**src/rtl/wb_stage.sv**
```systemverilog
// wb_stage: TinyMIPS write-back stage; define WB_SUBWORD_LOAD_EN to enable LB/LBU/LH/LHU extraction
module wb_stage #(
  parameter logic [31:0] RESET_PC = 32'hbfc00000
) (
  input  logic        clk,
  input  logic        rst,
  input  logic        stall,
  input  logic        flush,
  input  logic        mem_valid,
  input  logic [31:0] mem_pc,
  input  logic        mem_reg_write_en,
  input  logic [4:0]  mem_reg_write_addr,
  input  logic [31:0] mem_result,
  input  logic        mem_load_en,
  input  logic [2:0]  mem_load_type,
  input  logic [31:0] ram_read_data,
  output logic        write_en,
  output logic [4:0]  write_addr,
  output logic [31:0] write_data,
  output logic [31:0] debug_pc,
  output logic [3:0]  debug_wen
);
  logic        r_valid, r_reg_write_en, r_load_en, r_fresh;
  logic [31:0] r_pc, r_result, r_load_hold;
  logic [4:0]  r_reg_addr;
  logic [2:0]  r_load_type;
  logic [31:0] w_raw, w_load;
  // WB register: reset and flush insert a bubble, stall holds and marks the RAM output stale
  always_ff @(posedge clk) begin
    if (!rst || flush) begin
      r_valid        <= 1'b0;
      r_pc           <= RESET_PC;
      r_reg_write_en <= 1'b0;
      r_reg_addr     <= '0;
      r_result       <= '0;
      r_load_en      <= 1'b0;
      r_load_type    <= '0;
      r_fresh        <= 1'b0;
    end else if (stall) begin
      r_fresh        <= 1'b0;
    end else begin
      r_valid        <= mem_valid;
      r_pc           <= mem_pc;
      r_reg_write_en <= mem_reg_write_en;
      r_reg_addr     <= mem_reg_write_addr;
      r_result       <= mem_result;
      r_load_en      <= mem_load_en;
      r_load_type    <= mem_load_type;
      r_fresh        <= 1'b1;
    end
  end
  // keep the first-cycle RAM word so a stalled load still sees its own data
  always_ff @(posedge clk) begin
    if (!rst) r_load_hold <= '0;
    else if (r_fresh) r_load_hold <= ram_read_data;
  end
  // RAM data is only valid in the first WB cycle; afterwards use the held copy
  always_comb w_raw = r_fresh ? ram_read_data : r_load_hold;
`ifdef WB_SUBWORD_LOAD_EN
  logic [7:0]  w_byte;
  logic [15:0] w_half;
  // little-endian byte/halfword select with sign or zero extension
  always_comb begin
    w_byte = w_raw[{r_result[1:0], 3'b000} +: 8];
    w_half = r_result[1] ? w_raw[31:16] : w_raw[15:0];
    w_load = r_load_type == 3'd1 ? {{24{w_byte[7]}}, w_byte} :
             r_load_type == 3'd2 ? {24'd0, w_byte} :
             r_load_type == 3'd3 ? {{16{w_half[15]}}, w_half} :
             r_load_type == 3'd4 ? {16'd0, w_half} : w_raw;
  end
`else
  logic w_unused_load_type;
  // every load returns the full word; the load type is carried but ignored
  always_comb begin
    w_load = w_raw;
    w_unused_load_type = ^r_load_type;
  end
`endif
  // register file write channel and trace outputs straight from WB state
  always_comb begin
    write_en   = r_valid & r_reg_write_en & (r_reg_addr != 5'd0);
    write_addr = r_reg_addr;
    write_data = r_load_en ? w_load : r_result;
    debug_pc   = r_pc;
    debug_wen  = write_en ? 4'hf : 4'h0;
  end
endmodule
```
**config.mk**
```make
export PLATFORM = sky130hd
export DESIGN_NAME = wb_stage
export DESIGN_NICKNAME = d
export VERILOG_FILES = /design/src/rtl/wb_stage.sv
export SDC_FILE = /design/constraint.sdc
export NUM_CORES = 1
export LEC_CHECK = 0
export CORE_MARGIN = 5
export CORE_UTILIZATION = 42
export DETAILED_ROUTE_END_ITERATION = 8
export GPL_ROUTABILITY_DRIVEN = 0
export PLACE_DENSITY_LB_ADDON = 0.05
export SYNTH_ARGS = -nofsm -noshare
export SYNTH_HDL_FRONTEND = slang
export SYNTH_SLANG_ARGS = --single-unit
```
**constraint.sdc**
```tcl
create_clock -name clk -period 1.65 [get_ports clk]
set_input_delay 0.33 -clock clk [delete_from_list [all_inputs] [get_ports clk]]
set_output_delay 0.33 -clock clk [all_outputs]
set_load 0.03 [all_outputs]
```
# ---- After elaboration in Yosys (flattened, before gate mapping)
# Index checks and enable logic that the tools add are counted.
dict set report word_totals {
  out_inout_bits 74
  word_cells 17
  mem_bits_ro 0
  ramBits 0
  mem_count 0
  reg_bits 105
  latch_bits 0
  in_bits 111
}
dict set report op_classes {
  bitwise 2
  multipliers 0
  n_addsub 0
  eq_ne 0
  n_mux 4
  n_reduce_logical 3
  magnitude_cmp 0
  n_div 0
  n_shift 0
}
# operator n
set ops {}
lappend ops {{two-way mux 32 bit} 2}
lappend ops {{nonzero test 5 bit} 1}
lappend ops {{two-way mux 4 bit} 1}
lappend ops {{bitwise AND 1 bit} 2}
lappend ops {{logical NOT 1 bit} 1}
lappend ops {{logical OR 1 bit} 1}
lappend ops {{two-way mux 1 bit} 1}

# ---- Logic depth before layout (Yosys ltp)
dict set report depth {
  ltp_word 3
  depth_mapped 4
  depth_no_buf 2
}

# ---- Least setup slack after synthesis
# Ideal clock, no wire load.
dict set report synth_timing {
  kind {register -> output}
  startpoint {reg r_reg_addr[4], in the netlist write_addr[4]}
  endpoint {out debug_wen[0]}
  t_arrival_ns 1.458
  path_slack_ns -0.138
  n_path_buf 1
  required_time_ns 1.320
  stages_incl_launch_ff 4
  path_cell_list {dfxtp_1 -> or3_1 -> o311a_1 -> buf_4}
}
dict set report synth_between {
  elab_chain_len 3
}
# element line
set synth_lines {}
lappend synth_lines {{start: declaration} 25} ;# logic [4:0] r_reg_addr;
lappend synth_lines {{start signal: assignment} 45} ;# r_reg_addr <= mem_reg_write_addr;
lappend synth_lines {{nonzero test 5 bit} 81} ;# write_en = r_valid & r_reg_write_en & (r_reg_addr != 5'd0);
lappend synth_lines {{bitwise AND 1 bit} 81}
lappend synth_lines {{net write_en} 17} ;# output logic write_en,
lappend synth_lines {{two-way mux 4 bit} 85} ;# debug_wen = write_en ? 4'hf : 4'h0;
lappend synth_lines {{end: declaration} 21} ;# output logic [3:0] debug_wen
# The timed path passes the listed nets, and every way through them passes these cells.

# ---- Worst setup path in the final report
dict set report layout_timing {
  startpoint {reg r_fresh}
  endpoint {out write_data[3]}
}
dict set report layout_between {
  elab_chain_len 2
}
# element line
set layout_lines {}
lappend layout_lines {{start: declaration} 23} ;# logic r_valid, r_reg_write_en, r_load_en, r_fresh;
lappend layout_lines {{start signal: assignment} 38} ;# r_fresh <= 1'b0;
lappend layout_lines {{start signal: assignment} 40} ;# r_fresh <= 1'b0;
lappend layout_lines {{start signal: assignment} 49} ;# r_fresh <= 1'b1;
lappend layout_lines {{two-way mux 32 bit} --}
lappend layout_lines {{two-way mux 32 bit} 83} ;# write_data = r_load_en ? w_load : r_result;
lappend layout_lines {{end: declaration} 19} ;# output logic [31:0] write_data,
# Every way passes these cells.

==> results.txt <==
WP data required: 1.32 ns
ys flop type: dfxtp_1
die area: 0.0120 sq mm
die width: 110 microns
final net count: 738
Power per Cell Area: 763 mW/mm^2
FF+latch count, synth: 105
synth warn: 0
largest net degree at the start of global routing: 49
Fin Clk Skew: 0.00904 ns
Finished Layout Cells: 765
Post-Syn Area: 0.00416 sq mm
num ports: 185
dpl cells: 712
antenna diode count: 0
total power: 5.41 mW
Clock Path Buffers: 2
slew at the pin with the worst max-slew slack: 0.357 ns
Synth area leader: dfxtp_1
TritonCTS clock tree: yes
startpoint types: flip-flop
setup TNS: -7.56 ns
Core ar.: 0.00973 sq mm
Area Growth Syn to Fin: 70.1%
failing checks: setup timing
hold slack final: 0.410 ns
fmax: 514 MHz
maximum fanout along the worst path: 6
number of synthesized flops with an enable pin: 0
# setup viols final: 37
post-route ant nets: 0
fin crit share: 118%
vias per cell: 4.79
post-synth net total: 527
Wirelength per Cell: 16.5 microns
setup slack after layout: -0.296 ns
RSZ-0062 raised after global routing: true
Gate Count Post-Synth: 416
Final Hold Fails: 0
clk slew on worst S/H paths: 0.10 ns
share of cells above drive strength 1: 26.4%
ys async rst share: 0%
VDD IR max: 0.395 mV
number of global-route vias before repair: 3,833
Max Cap Viol: 0
TritonRoute pass-1 iters: 5
most common cell in the netlist: dfxtp_1
first-pass GRT wire length: 18.5 mm
Num CTS Buffers: 9
DRC Markers: 0
Post-synth top cells: dfxtp_1 (105), mux2i_1 (104), nor2_1 (96), nor2b_1 (33), a21oi_1 (32)
final WL: 12.6 mm
Sinks on Clock Net: 105
Clk Tree Root Cell: clkbuf_8
top-area cell type share of the netlist area: 50.5%
Initial Utilization: 42.8%
H-tree depth: 3
Leakage: 2.94 nW
Worst setup EP type: output port
dpl hpwl: 7.83 mm
vias: 3,664
crit path DAT: 1.62 ns
initial antenna violation count: 0
Rows: 36
fin. max-slew vios: 0
clk_lat worst skew: 0.36 ns
syn_area_per_cell: 10.0 sq um
Yosys cell types: 13
Iter 0 DRT Violations: 122
status: finished, violations left
All-Layer GR Usage: 19.8%
Hold/Removal Path Class: in2reg
worst setup path category: reg2out
Tmin final: 1.95 ns
die height: 110 microns
slew margin rel.: 76.3%
GR Overflow Total: 0
synth top area cells: dfxtp_1 (50%), mux2i_1 (25%), nor2_1 (8.7%), nor2b_1 (5.0%), a21oi_1 (3.8%)
post-synthesis sequential area ratio: 50.5%
IO buf count: 181
[through the flow]
step	util (%)	worst slack [ns]	area [sq um]
3_5_place_dp	62.0	-0.313	6040
6_report	72.8	-0.296	7080
3_3_place_gp	62.0	-0.317	6040
5_1_grt	72.8	-0.360	7080
4_1_cts	68.9	-0.282	6700
2_1_floorplan	-	0.0126	4180
[area by class of cell]
class | instances | area (sq um)
fillers | 702 | 2650
repair buffers | 234 | 2360
multi-input cells | 277 | 2250
flip-flops and latches | 105 | 2110
well taps | 133 | 166
clock buffers | 11 | 151
clock inverters | 5 | 45.0
[worst paths after layout]
| path | startpoint | endpoint | slack (ns) | cells past startpoint |
|---|---|---|---|---|
| min reg2reg | debug_pc[25] | debug_pc[25] | 0.47 | 2 |
| max | r_fresh | write_data[3] | -0.30 | 5 |
| min | stall | r_fresh | 0.41 | 3 |
| max reg2reg | r_fresh | r_load_hold[1] | 0.10 | 8 |
[metal layers]
layer  global-route usage, %  vias to the layer above  routed length [microns]
met2                    34.9                      128                     6470
met5                       0                        -                        0
met4                    5.79                        0                      176
met3                    7.99                       15                     1140
li1                        -                     1796                        -
met1                    21.8                     1725                     4870
[power breakdown]
part	total [mW]	internal, mW	switching, mW
sequential	2.67	2.62	0.0532
clock	1.57	0.657	0.911
combinational	1.17	0.647	0.522
[critical path, stage by stage (launching register included)]
cell	delay (ns)
dfxtp_4	0.44
buf_12	0.14
buf_16	0.14
mux2i_2	0.26
a21oi_1	0.11
buf_4	0.17
[state kept, by name (all words and copies together) (netlist names)]
| name | cells |
|---|---|
| r_valid | 1 |
| r_fresh | 1 |
| r_load_en | 1 |
| r_reg_write_en | 1 |
| write_addr | 5 |
| r_result | 32 |
| debug_pc | 32 |
| r_load_hold | 32 |
[what timing repair did]
action,4_1_cts,5_1_grt
endpoints found under the setup margin,74,37
gates cloned,5,0
resized for setup,113,65
pin swaps,8,13
hold buffers,0,0
endpoints found under the hold margin,0,0
buffers inserted,23,10
[cells in the final DEF (no fill, tap or decap), types with 2 or more instances in the layout]
| cell type | n |
|---|---|
| buf_4 | 56 |
| mux2i_2 | 7 |
| buf_16 | 3 |
| a21oi_2 | 22 |
| buf_12 | 10 |
| dfxtp_1 | 101 |
| dlygate4sd2_1 | 37 |
| dfxtp_4 | 2 |
| mux2i_1 | 73 |
| nor2_1 | 96 |
| dfxtp_2 | 2 |
| inv_6 | 2 |
| buf_6 | 21 |
| clkbuf_8 | 11 |
| nor2b_1 | 33 |
| clkdlybuf4s50_1 | 106 |
| a21oi_1 | 10 |
| nand2_1 | 9 |
| mux2i_4 | 24 |
[cells by family (layout without fill, tap and decap cells)]
kind of cell	Yosys count	after routing	share of synthesized area, %
and+or+nand+nor	140	140	14.7
DFF	105	105	50.5
buffers and inverters	34	250	5.71
AOI/OAI and AO/OA	33	33	4.09
muxes	104	104	25.0
No activity file was read; power rests on OpenSTA's default activity.
